[config.mk]
export PLATFORM = sky130hd
export DESIGN_NAME = stmt_loop_sequencer
export DESIGN_NICKNAME = d
export VERILOG_FILES = /design/src/rtl/stmt_loop_sequencer.sv
export SDC_FILE = /design/constraint.sdc
export NUM_CORES = 1
export LEC_CHECK = 0
export ABC_CLOCK_PERIOD_IN_PS = 2200
export CAP_MARGIN = 25
export CORE_MARGIN = 10
export CORE_UTILIZATION = 30
export CTS_CLUSTER_SIZE = 16
export DETAILED_ROUTE_END_ITERATION = 16
export SLEW_MARGIN = 15
export SYNTH_ARGS = -nofsm -noshare
export SYNTH_HDL_FRONTEND = slang
export SYNTH_SLANG_ARGS = --single-unit
[constraint.sdc]
create_clock -name clk -period 2.2 [get_ports clk]
set_clock_uncertainty 0.05 [all_clocks]
set_input_delay 0.22 -clock clk [delete_from_list [all_inputs] [get_ports clk]]
set_output_delay 0.22 -clock clk [all_outputs]
set_load 0.02 [all_outputs]
[src/rtl/stmt_loop_sequencer.sv]
// Multi-cycle loop sequencer: runs while / do-while / forever / repeat loops by
// driving a body datapath over req/ack, with an iteration watchdog and abort.
module stmt_loop_sequencer #(
    parameter int CNT_W    = 8,
    parameter int MAX_ITER = 200
) (
    input  logic             clk,
    input  logic             rst_n,
    input  logic             start,
    input  logic [1:0]       mode,
    input  logic [CNT_W-1:0] count,
    input  logic             cond,
    input  logic             abort,
    output logic             body_req,
    input  logic             body_ack,
    output logic             busy,
    output logic             done,
    output logic             timeout,
    output logic             aborted,
    output logic [CNT_W-1:0] iter_count
);

    typedef enum logic [1:0] {IDLE, CHECK, BODY, DONE} state_t;

    localparam logic [1:0]       M_WHILE    = 2'b00;
    localparam logic [1:0]       M_DO       = 2'b01;
    localparam logic [1:0]       M_FOREVER  = 2'b10;
    localparam logic [CNT_W-1:0] ITER_LIMIT = CNT_W'(MAX_ITER);

    state_t           state_reg;
    logic [1:0]       mode_reg;
    logic [CNT_W-1:0] remaining_reg;
    logic             cont_next;
    logic [CNT_W-1:0] iter_next;

    always_comb begin
        cont_next = 1'b0;
        case (mode_reg)
            M_WHILE, M_DO: cont_next = cond;
            M_FOREVER:     cont_next = 1'b1;
            default:       cont_next = (remaining_reg != '0);
        endcase
    end

    assign iter_next = iter_count + CNT_W'(1);

    always_ff @(posedge clk or negedge rst_n) begin
        if (!rst_n) begin
            state_reg     <= IDLE;
            mode_reg      <= 2'b00;
            remaining_reg <= '0;
            body_req      <= 1'b0;
            busy          <= 1'b0;
            done          <= 1'b0;
            timeout       <= 1'b0;
            aborted       <= 1'b0;
            iter_count    <= '0;
        end else begin
            done <= 1'b0;
            case (state_reg)
                IDLE: begin
                    if (start) begin
                        mode_reg      <= mode;
                        remaining_reg <= count;
                        iter_count    <= '0;
                        timeout       <= 1'b0;
                        aborted       <= 1'b0;
                        busy          <= 1'b1;
                        // Bottom-tested loops enter the body without a check.
                        if (mode == M_DO || mode == M_FOREVER) begin
                            state_reg <= BODY;
                            body_req  <= 1'b1;
                        end else begin
                            state_reg <= CHECK;
                        end
                    end
                end
                CHECK: begin
                    if (abort) begin
                        state_reg <= DONE;
                        aborted   <= 1'b1;
                        done      <= 1'b1;
                    end else if (cont_next) begin
                        state_reg <= BODY;
                        body_req  <= 1'b1;
                    end else begin
                        state_reg <= DONE;
                        done      <= 1'b1;
                    end
                end
                BODY: begin
                    // Abort beats a coincident ack; that iteration is discarded.
                    if (abort) begin
                        state_reg <= DONE;
                        body_req  <= 1'b0;
                        aborted   <= 1'b1;
                        done      <= 1'b1;
                    end else if (body_ack) begin
                        body_req   <= 1'b0;
                        iter_count <= iter_next;
                        if (mode_reg == 2'b11 && remaining_reg != '0)
                            remaining_reg <= remaining_reg - CNT_W'(1);
                        if (iter_next == ITER_LIMIT) begin
                            state_reg <= DONE;
                            timeout   <= 1'b1;
                            done      <= 1'b1;
                        end else begin
                            state_reg <= CHECK;
                        end
                    end
                end
                default: begin
                    state_reg <= IDLE;
                    busy      <= 1'b0;
                end
            endcase
        end
    end

endmodule

## Yosys cells after proc, flatten, opt, wreduce, memory -nomap -nowiden

Index checks and enable logic that the tools add are counted.

| operators by class | value |
|---|---|
| $add $sub $neg | 2 |
| equality and inequality tests | 18 |
| mux-type cells | 40 |
| bitwise gates (word level) | 1 |
| reductions and logical operators | 18 |

Operator list:

| operator | count |
|---|---|
| two-way mux 8 bit | 7 |
| case mux 8 bit (2 select lines) | 2 |
| two-way mux 1 bit | 19 |
| != test 2 bit (second input constant) | 8 |
| two-way mux 2 bit | 5 |
| case mux 1 bit (2 select lines) | 5 |
| AND reduction 5 bit | 2 |
| adder 8 x 1 -> 8 bit (second input constant) | 1 |
| == test 2 bit (second input constant) | 4 |
| == test 8 bit (second input constant) | 1 |
| nonzero test 8 bit | 1 |
| subtractor 8 x 1 -> 8 bit (second input constant) | 1 |
| == test 2 x 1 -> 1 bit (second input constant) | 3 |
| case mux 2 bit (3 select lines) | 1 |
| AND reduction 2 bit | 3 |
| AND reduction 6 bit | 1 |
| logical NOT 2 bit | 2 |
| AND reduction 4 bit | 1 |
| nonzero test 2 bit | 2 |
| OR reduction 2 bit | 2 |
| != test 3 bit (second input constant) | 1 |
| case mux 1 bit (3 select lines) | 1 |
| AND reduction 3 bit | 1 |
| nonzero test 3 bit | 1 |
| other kinds (4) | 4 |

| word-level totals | value |
|---|---|
| flip-flop bits (word level) | 25 |
| input bits | 16 |
| output and inout port bits | 13 |
| word-level logic and storage cells | 88 |

## Depth between registers and ports, before layout

Gate-level depths: netlist of run 1.

| depth | value |
|---|---|
| depth in word-level cells | 6 |
| gate-level depth with buffers | 8 |
| depth with buffers taken out | 7 |

## Worst setup path before layout of run 1

No wires, ideal clock.

| timing | value |
|---|---|
| path type | register -> register |
| start | reg iter_count[3] |
| end | reg state_reg[1] |
| arrival | 1.902 ns |
| slack | 0.161 ns |
| stages on the path, launching flop included | 6 |
| cells stage by stage | dfrtp_1 and3_4 nand3_4 mux2_4 or4_4 a211oi_2 |

| on the way | value |
|---|---|
| word-level cells in the longest chain between the ends | 6 |

RTL lines:

| element | line | text |
|---|---|---|
| start: declaration | 20 | `output logic [CNT_W-1:0] iter_count` |
| start signal: assignment | 100 | `iter_count <= iter_next;` |
| adder 8 x 1 -> 8 bit | 45 | `assign iter_next = iter_count + CNT_W'(1);` |
| == test 8 bit | 103 | `if (iter_next == ITER_LIMIT) begin` |
| two-way mux 2 bit | 103 |  |
| two-way mux 2 bit | 98 | `end else if (body_ack) begin` |
| two-way mux 2 bit | 93 | `if (abort) begin` |
| case mux 2 bit (3 select lines) | 60 | `case (state_reg)` |
| end signal: assignment | 94 | `state_reg <= DONE;` |
| end signal: assignment | 104 | `state_reg <= DONE;` |
| end signal: assignment | 108 | `state_reg <= CHECK;` |
| end: declaration | 30 | `state_t state_reg;` |

Every way passes these cells. The select of a mux whose other input is x is not followed.
A chain may end at the register's enable or synchronous reset.

## Worst setup path in the final report of run 1

| timing | value |
|---|---|
| start | reg remaining_reg[1] |
| end | reg body_req |

| on the way | value |
|---|---|
| word-level cells in the longest chain between the ends | 4 |

RTL lines:

| element | line | text |
|---|---|---|
| start: declaration | 32 | `logic [CNT_W-1:0] remaining_reg;` |
| start signal: assignment | 64 | `remaining_reg <= count;` |
| start signal: assignment | 102 | `remaining_reg <= remaining_reg - CNT_W'(1);` |
| nonzero test 8 bit | 41 | `default: cont_next = (remaining_reg != '0);` |
| case mux 1 bit (2 select lines) | 38 | `case (mode_reg)` |
| != test 2 bit (no line) | - |  |
| AND reduction 6 bit (no line) | - |  |
| end signal: assignment | 52 | `body_req <= 1'b0;` |
| end signal: assignment | 72 | `body_req <= 1'b1;` |
| end signal: assignment | 85 | `body_req <= 1'b1;` |
| end: declaration | 14 | `output logic body_req,` |

Every way passes these cells.

==> results of run 1 <==
==> power by group <==
group	total, mW	switching [mW]	leakage [nW]	internal, mW
registers	0.749	0.128	0.312	0.621
logic	1.29	0.682	0.560	0.613
clock network	0.290	0.161	0.0217	0.129
total	2.33	0.971	0.894	1.36
==> logic make-up (layout without fill, tap and decap cells) <==
kind of cell | after synthesis | in the layout | share of synthesized area
compound gates | 54 | 54 | 0.248
xor+xnor | 5 | 5 | 0.0283
fa+ha+maj | 7 | 7 | 0.0565
buf+inv | 16 | 62 | 0.0404
flops | 25 | 25 | 0.404
mux | 4 | 4 | 0.0307
simple gates | 59 | 59 | 0.192
==> final cells by class <==
cell class	count	share of cell area
tap	70	0.0415
inverter	10	0.0178
multi-input combinational	129	0.417
clock inverter	1	0.00356
timing repair buffer	48	0.204
clock buffer	3	0.0196
sequential	25	0.296
==> cells in the mapped netlist, types with 4 or more instances <==
cell | count | area [um2]
o21ai_0 | 10 | 50.1
ha_1 | 7 | 87.6
inv_1 | 10 | 37.5
nand3_1 | 7 | 35.0
or3_1 | 4 | 25.0
nand2_1 | 19 | 71.3
o22a_1 | 8 | 70.1
dfrtp_1 | 25 | 626
xor2_1 | 4 | 35.0
a21oi_1 | 11 | 55.1
nor2_1 | 15 | 56.3
==> what timing repair did <==
item,4_1_cts,5_1_grt
gates cloned,0,0
buffers inserted,0,2
gates resized for setup,1,7
pin swaps,0,3
endpoints found under the hold margin,0,0
setup endpoints to repair,2,4
==> cell usage in the layout, fill, tap and decap left out, drive strengths merged, types with 3 or more instances in the layout <==
master and count:
nor3 3, inv 10, xor2 4, nor2b 3, or3 4, nor2 15, clkdlybuf4s50 28, o22a 8
ha 7, buf 20, dfrtp 25, nand2 19, a21oi 11, clkbuf 3, mux2 3, nand3 8
o31ai 3, o21ai 11, a21o 4
==> through the flow <==
step           setup WS, ps  std cells  power (mW)
2_1_floorplan           161        170        1.56
3_3_place_gp           54.7        281        1.99
3_5_place_dp           3.95        281        2.01
4_1_cts                41.6        285        2.30
5_1_grt               0.962        286        2.57
6_report                116        286        2.33
==> layer usage <==
layer,share of wire,vias up
li1,-,710
met2,0.48,34
met5,0,-
met3,0.041,4
met4,0.0048,0
met1,0.47,657
==> path summary, 6_finish.rpt <==
kind	slack (ps)	depth (start not counted)	end
max	120	7	body_req
min	250	2	remaining_reg[1]
min in group clk	470	1	remaining_reg[7]
max in group asynchronous	1600	2	body_req
max reg2reg	120	7	body_req
min reg2reg	470	1	remaining_reg[7]
==> results.json, run 1 <==
{
  "status": "complete, no violations",
  "cts_tree": "yes",
  "cts_max_level": 1,
  "multi_input_comb_area_um2": 881,
  "gp_congestion": 0.841,
  "post-route-min-period_ps": 2080,
  "syn-instance-count": 170,
  "startpoint": "remaining_reg[1]",
  "synth_flop_cell": "dfrtp_1",
  "drc_errors": 0,
  "core_mm2": 0.00504,
  "ys_types": 43,
  "placed_cell_area_mm2": 0.00203,
  "cts_num_sinks": 25,
  "crit_buf_inv": 1,
  "synth-async-reset-ratio": 1.00,
  "synth_edf_count": 0,
  "tns_ps": 0,
  "worst_pin_slew_ps": 329,
  "synthToLayoutAreaGrowth_pct": 36.3,
  "critPathTopFamily": "simple AND/OR/NAND/NOR gates",
  "clock.fmax_mhz": 480,
  "p_leak_nw": 0.894,
  "regArea_um2": 626,
  "r2r-start": "remaining_reg[1]",
  "io_buffer_count": 28,
  "design_area_mm2": 0.00211,
  "fillers": 519,
  "cp_slowest_cell": "or4b_4",
  "use_met2": 0.145,
  "vdd_drop_max_uv": 412,
  "wl_mm": 3.72,
  "arrival_ps": 2210,
  "busiest_layer": "met2",
  "synth-seq-cells": 25,
  "routed-via-count": 1405,
  "yosysSeqAreaShare": 0.404,
  "nets": 240,
  "grtUsageMet1": 0.116,
  "finalCritPeriodShare": 0.947,
  "cts_buffer_depth": 2,
  "post-dp-hpwl_mm": 2.85,
  "whs_ps": 248,
  "critPathKind": "reg -> reg",
  "power_density_mw_per_mm2": 1110,
  "first_iter_violations": 97,
  "viasPerCell": 4.91,
  "syn_nets": 193,
  "cp_max_fo": 4,
  "synth.yosys.warnings": 0,
  "drv_cap": 0,
  "relSlewSlack": 0.780,
  "clock_latency_ps": 270,
  "dieHeight_um": 91.9,
  "cts_hold_buffers": 0,
  "crit_chain": "inv_2 -> ha_2 -> or4b_4 -> or3_4 -> o211ai_1 -> o31ai_1 -> o41ai_2",
  "wl_per_cell_um": 13.0,
  "diodes": 0,
  "report.final.slew_viol_count": 0,
  "ios": 29,
  "met3_usage": 0.0204,
  "dr.pass1.iters": 5,
  "start_kind": "flip-flop",
  "grt_util_all_layers": 0.0886,
  "std_cell_rows": 26,
  "clk_pin_slew_ps": 100,
  "gr-total-overflow": 0,
  "root_buffer": "clkbuf_8",
  "grt_pass1_wl_mm": 6.38,
  "numCtsBuffers": 3,
  "antenna_found_initial": 0,
  "cp_slowest_stage_delay_ps": 480,
  "postLayoutCoreUtil": 0.419,
  "initial_core_util": 0.307,
  "cp.required_ps": 2330,
  "cp-end-kind": "flip-flop",
  "syn-cell-area_mm2": 0.00155,
  "hold_viol": 0,
  "drive_above_1_share": 0.185,
  "ant_nets": 0,
  "grt_setup_unrepaired": "no",
  "grt_max_degree": 26,
  "avgSynthCellArea_um2": 9.11,
  "grt_pass1_vias": 1382,
  "die_area_mm2": 0.00844,
  "die_width_um": 91.9,
  "worstHoldPathType": "in -> async",
  "setup_viol": 0
}
(Power assumes the default switching activity.)
==> run 2: changes to the inputs <==
--- a/config.mk
+++ b/config.mk
@@ -5,12 +5,13 @@
 export SDC_FILE = /design/constraint.sdc
 export NUM_CORES = 1
 export LEC_CHECK = 0
-export ABC_CLOCK_PERIOD_IN_PS = 2200
+export ABC_CLOCK_PERIOD_IN_PS = 2020
 export CAP_MARGIN = 25
-export CORE_MARGIN = 10
+export CORE_MARGIN = 5
 export CORE_UTILIZATION = 30
 export CTS_CLUSTER_SIZE = 16
 export DETAILED_ROUTE_END_ITERATION = 16
+export MAX_ROUTING_LAYER = met4
 export SLEW_MARGIN = 15
 export SYNTH_ARGS = -nofsm -noshare
 export SYNTH_HDL_FRONTEND = slang
==> constraint.sdc (replaced) <==
create_clock -name clk -period 2.02 [get_ports clk]
set_clock_uncertainty 0.05 [all_clocks]
set_input_delay 0.202 -clock clk [delete_from_list [all_inputs] [get_ports clk]]
set_output_delay 0.202 -clock clk [all_outputs]
set_load 0.02 [all_outputs]
==> run 2 against run 1 <==
Total power is 21% higher. Largest power group unchanged. Core utilization is 3.1 points higher. Critical path type unchanged. Non-clock buffer count is 15 higher. Clock-buffer cell count is 1 higher. Sequential cell count stayed put. Critical path depth is 1 higher. Cell count is 5.2% higher. Largest cell class unchanged. Sequential power is 6.7% higher. Via count is 3.8% higher. Worst setup slack worse by 100 ps.
==> results.json, run 2 (synthesized netlist as in run 1, its figures left out) <==
{
  "status": "complete, no violations",
  "arrival_ps": 2120,
  "relSlewSlack": 0.784,
  "p_leak_nw": 0.976,
  "core_mm2": 0.00507,
  "clk_pin_slew_ps": 90,
  "drive_above_1_share": 0.268,
  "worstHoldPathType": "in -> async",
  "io_buffer_count": 28,
  "hold_viol": 0,
  "design_area_mm2": 0.00228,
  "numCtsBuffers": 3,
  "power_density_mw_per_mm2": 1240,
  "clock_latency_ps": 270,
  "cts_max_level": 1,
  "cp_slowest_cell": "or4b_4",
  "grt_util_all_layers": 0.131,
  "ant_nets": 0,
  "finalCritPeriodShare": 0.993,
  "report.final.slew_viol_count": 0,
  "final_common_cell": "buf_4",
  "grt_max_degree": 26,
  "tns_ps": 0,
  "startpoint": "remaining_reg[1]",
  "first_iter_violations": 71,
  "grt_pass1_vias": 1426,
  "dieHeight_um": 81.9,
  "initial_core_util": 0.305,
  "crit_chain": "inv_2 -> ha_4 -> or4b_4 -> buf_6 -> or3_4 -> o211ai_1 -> o31ai_1 -> o41ai_1",
  "grt_setup_unrepaired": "yes",
  "worst_pin_slew_ps": 324,
  "antenna_found_initial": 0,
  "start_kind": "flip-flop",
  "cp_slowest_stage_delay_ps": 470,
  "placed_cell_area_mm2": 0.00213,
  "dr.pass1.iters": 5,
  "cts_tree": "yes",
  "grt_pass1_wl_mm": 6.69,
  "ios": 29,
  "critPathTopFamily": "simple AND/OR/NAND/NOR gates",
  "setup_viol": 0,
  "gp_congestion": 0.780,
  "setup_ws_ps": 13.3,
  "wl_per_cell_um": 13.2,
  "cp.required_ps": 2140,
  "nets": 255,
  "vdd_drop_max_uv": 489,
  "synthToLayoutAreaGrowth_pct": 47.2,
  "dp_worst_setup_slack_ps": -127,
  "clock.fmax_mhz": 498,
  "gr-total-overflow": 0,
  "p_total_mw": 2.82,
  "final_cell_mix": "buf_4 (34), clkdlybuf4s50_1 (28), dfrtp_1 (24), nand2_1 (19), nor2_1 (15)",
  "cts_num_sinks": 25,
  "die_width_um": 81.9,
  "wl_mm": 3.97,
  "place_inst": 293,
  "root_buffer": "clkbuf_8",
  "viasPerCell": 4.85,
  "cts_hold_buffers": 0,
  "critPathKind": "reg -> reg",
  "drc_errors": 0,
  "routed-via-count": 1459,
  "crit_buf_inv": 2,
  "post-dp-hpwl_mm": 2.83,
  "cts_buffer_depth": 2,
  "cp-end-kind": "flip-flop",
  "r2r-start": "remaining_reg[1]",
  "drv_cap": 0,
  "final_cells": 301,
  "std_cell_rows": 26,
  "post-route-min-period_ps": 2010,
  "cp_max_fo": 3,
  "die_area_mm2": 0.00670,
  "diodes": 0
}
-- run 2: changes by cell type in the layout (fill, tap and decap cells not counted), moves of 2 or more --
cell and delta:
inv_1 -3, ha_4 +3, ha_1 -2, inv_2 +3
buf_4 +14
-- run 2: metrics by stage --
step / utilization / hold WS [ps]
after floorplan: - / -144
after global placement: 0.419 / 452
after detailed placement: 0.419 / 460
after CTS: 0.440 / 249
after global routing: 0.449 / 272
final: 0.449 / 236
-- run 2: area by class of cell --
class / instances / area [um2]
fillers: 501 / 2800
multi-input cells: 129 / 936
flip-flops and latches: 25 / 627
clock buffers: 4 / 45.0
inverters: 10 / 37.5
repair buffers: 63 / 547
well taps: 70 / 87.6
-- run 2: repair_timing --
| action | 4_1_cts | 5_1_grt |
|---|---|---|
| gates resized for setup | 9 | 11 |
| pin swaps | 3 | 5 |
| endpoints found under the setup margin | 11 | 13 |
| setup buffers | 3 | 1 |
-- run 2: routing by layer --
layer | GRT usage | vias to the layer above | part of all wire
li1 | - | 738 | -
met1 | 0.159 | 679 | 0.44
met2 | 0.221 | 38 | 0.49
met3 | 0.0318 | 4 | 0.061
met4 | 0.0282 | 0 | 0.0061
met5 | - | - | 0
-- run 2: final timing paths --
check / to / slack [ps] / cells after the start
max: body_req / 10 / 8
min: body_req / 240 / 2
max reg2reg: body_req / 10 / 8
min reg2reg: timeout / 470 / 2
max in group asynchronous: iter_count[3] / 1420 / 2
min in group clk: timeout / 470 / 2
-- run 2: power by group --
part | internal, mW | leakage [nW] | total (mW) | switching [mW]
clock | 0.141 | 0.0228 | 0.307 | 0.166
sequential | 0.676 | 0.310 | 0.799 | 0.123
combinational | 0.862 | 0.643 | 1.72 | 0.855
total | 1.68 | 0.976 | 2.82 | 1.14
-- run 2: worst reg2reg max path: cells and delay by family, from the launching register on --
family                     cells  cell delay [ps]
DFF                            1              390
and+or+nand+nor                2              800
buffers and inverters          2              220
AOI/OAI and AO/OA              3              330
adders and majority gates      1              130
==> run 3: changes to the inputs <==
--- a/config.mk
+++ b/config.mk
@@ -9,9 +9,11 @@
 export CAP_MARGIN = 25
 export CORE_MARGIN = 5
 export CORE_UTILIZATION = 30
+export CTS_CLUSTER_DIAMETER = 200
 export CTS_CLUSTER_SIZE = 16
 export DETAILED_ROUTE_END_ITERATION = 16
 export MAX_ROUTING_LAYER = met4
+export REMOVE_ABC_BUFFERS = 1
 export SLEW_MARGIN = 15
 export SYNTH_ARGS = -nofsm -noshare
 export SYNTH_HDL_FRONTEND = slang
==> run 3 against run 2 <==
Total power shrank 1.7%. First-iteration DRC count grew 2.8%. Via count shrank 2.4%. Sequential cell count is the same. Combinational power shrank 4%. Clock power grew 1%. Worst hold slack gained 7.7 ps. Wire length shrank 6.8%. Core utilization shrank 0.67 points. Cell count shrank 1.0%. Critical path type unchanged.
==> results.json, run 3 (synthesized netlist as in run 1, its figures left out) <==
{
  "grt_pass1_vias": 1364,
  "drv_cap": 0,
  "clk_pin_slew_ps": 100,
  "relSlewSlack": 0.754,
  "cts_tree": "yes",
  "report.final.slew_viol_count": 0,
  "final_cells": 298,
  "pwr-share-seq": 0.294,
  "final_cell_mix": "buf_4 (29), clkdlybuf4s50_1 (28), dfrtp_1 (24), nand2_1 (19), nor2_1 (13)",
  "antenna_found_initial": 0,
  "cp-end-kind": "flip-flop",
  "die_width_um": 81.9,
  "cts_max_level": 1,
  "cts_hold_buffers": 0,
  "numCtsBuffers": 3,
  "synthToLayoutAreaGrowth_pct": 45.0,
  "ios": 29,
  "wl_mm": 3.70,
  "power_density_mw_per_mm2": 1240,
  "post-dp-hpwl_mm": 2.71,
  "drc_errors": 0,
  "std_cell_rows": 26,
  "cp.required_ps": 2130,
  "routed-via-count": 1424,
  "grt_max_degree": 38,
  "final_common_cell": "buf_4",
  "nets": 252,
  "initial_core_util": 0.305,
  "ant_nets": 0,
  "first_iter_violations": 73,
  "place_inst": 290,
  "combPwrFrac": 0.594,
  "grt_pass1_wl_mm": 6.28,
  "core_mm2": 0.00507,
  "critPathKind": "reg -> reg",
  "wl_per_cell_um": 12.4,
  "drive_above_1_share": 0.263,
  "clock_latency_ps": 270,
  "io_buffer_count": 28,
  "p_total_mw": 2.77,
  "arrival_ps": 2120,
  "hold_viol": 0,
  "grt_util_all_layers": 0.123,
  "diodes": 0,
  "cp_max_fo": 6,
  "worst_pin_slew_ps": 370,
  "post-route-min-period_ps": 2010,
  "die_area_mm2": 0.00670,
  "p_switching_mw": 1.13,
  "clock.fmax_mhz": 498,
  "grt_setup_unrepaired": "yes",
  "p_leak_nw": 0.956,
  "start_kind": "flip-flop",
  "setup_viol": 0,
  "pwr-share-clk": 0.112,
  "gr-total-overflow": 0,
  "worstHoldPathType": "in -> async",
  "dieHeight_um": 81.9,
  "cts_num_sinks": 25,
  "root_buffer": "clkbuf_8",
  "gp_congestion": 0.820,
  "dr.pass1.iters": 5,
  "vdd_drop_max_uv": 631,
  "finalCritPeriodShare": 0.995,
  "viasPerCell": 4.78,
  "cts_buffer_depth": 2,
  "p_sw_frac": 0.406,
  "p_int_mw": 1.65,
  "status": "complete, no violations"
}
run 3: critical path, cell delays in order (launching register included):
cell,delay (ps)
dfrtp_1,390
inv_2,70
ha_4,160
nor2b_4,120
a211o_1,300
o32a_1,430
buf_6,170
o22a_1,200
run 3: power groups by stage:
stage / clock [mW] / combinational [mW] / sequential [mW]
final: 0.311 / 1.65 / 0.816
after floorplan: 0 / 0.788 / 0.878
after global routing: 0.357 / 1.81 / 0.843
after global placement: 0 / 1.44 / 0.813
after detailed placement: 0 / 1.45 / 0.819
after CTS: 0.334 / 1.46 / 0.809
run 3: layout make-up:
type	count	area (um2)
clock buffer	3	41.3
clock inverter	1	7.51
fill	526	2830
inverter	10	37.5
multi-input combinational	129	913
sequential	25	627
tap	70	87.6
timing repair buffer	60	532
run 3: worst paths after layout:
kind	cells after the start	slack, ps	startpoint	end
worst max-delay path	7	10	state_reg[1]	remaining_reg[5]
worst min-delay path	2	240	rst_n	done
worst max register to register	7	10	state_reg[1]	remaining_reg[5]
worst min register to register	2	470	timeout	timeout
max in group asynchronous	2	1410	rst_n	iter_count[0]
min in group clk	2	470	timeout	timeout
run 3: metrics by stage:
stage	TNS (ps)	hold slack, ps	utilization	area [um2]	worst slack (ps)
after floorplan	-6290	-144	-	1520	-610
after global placement	0	444	0.414	2100	36.3
after detailed placement	-5.07	454	0.414	2100	-5.07
after CTS	0	247	0.424	2150	26.9
after global routing	-327	265	0.443	2250	-58.4
final	0	244	0.443	2250	10.0
run 3: what timing repair did:
action,4_1_cts,5_1_grt
hold endpoints to repair,0,0
setup buffers,0,3
resized for setup,0,21
endpoints found under the setup margin,0,13
run 3: routing by layer:
layer | share of wire | track usage
met2 | 0.48 | 0.200
met1 | 0.47 | 0.153
met5 | 0 | -
met4 | 0.0078 | 0.0349
met3 | 0.037 | 0.0274
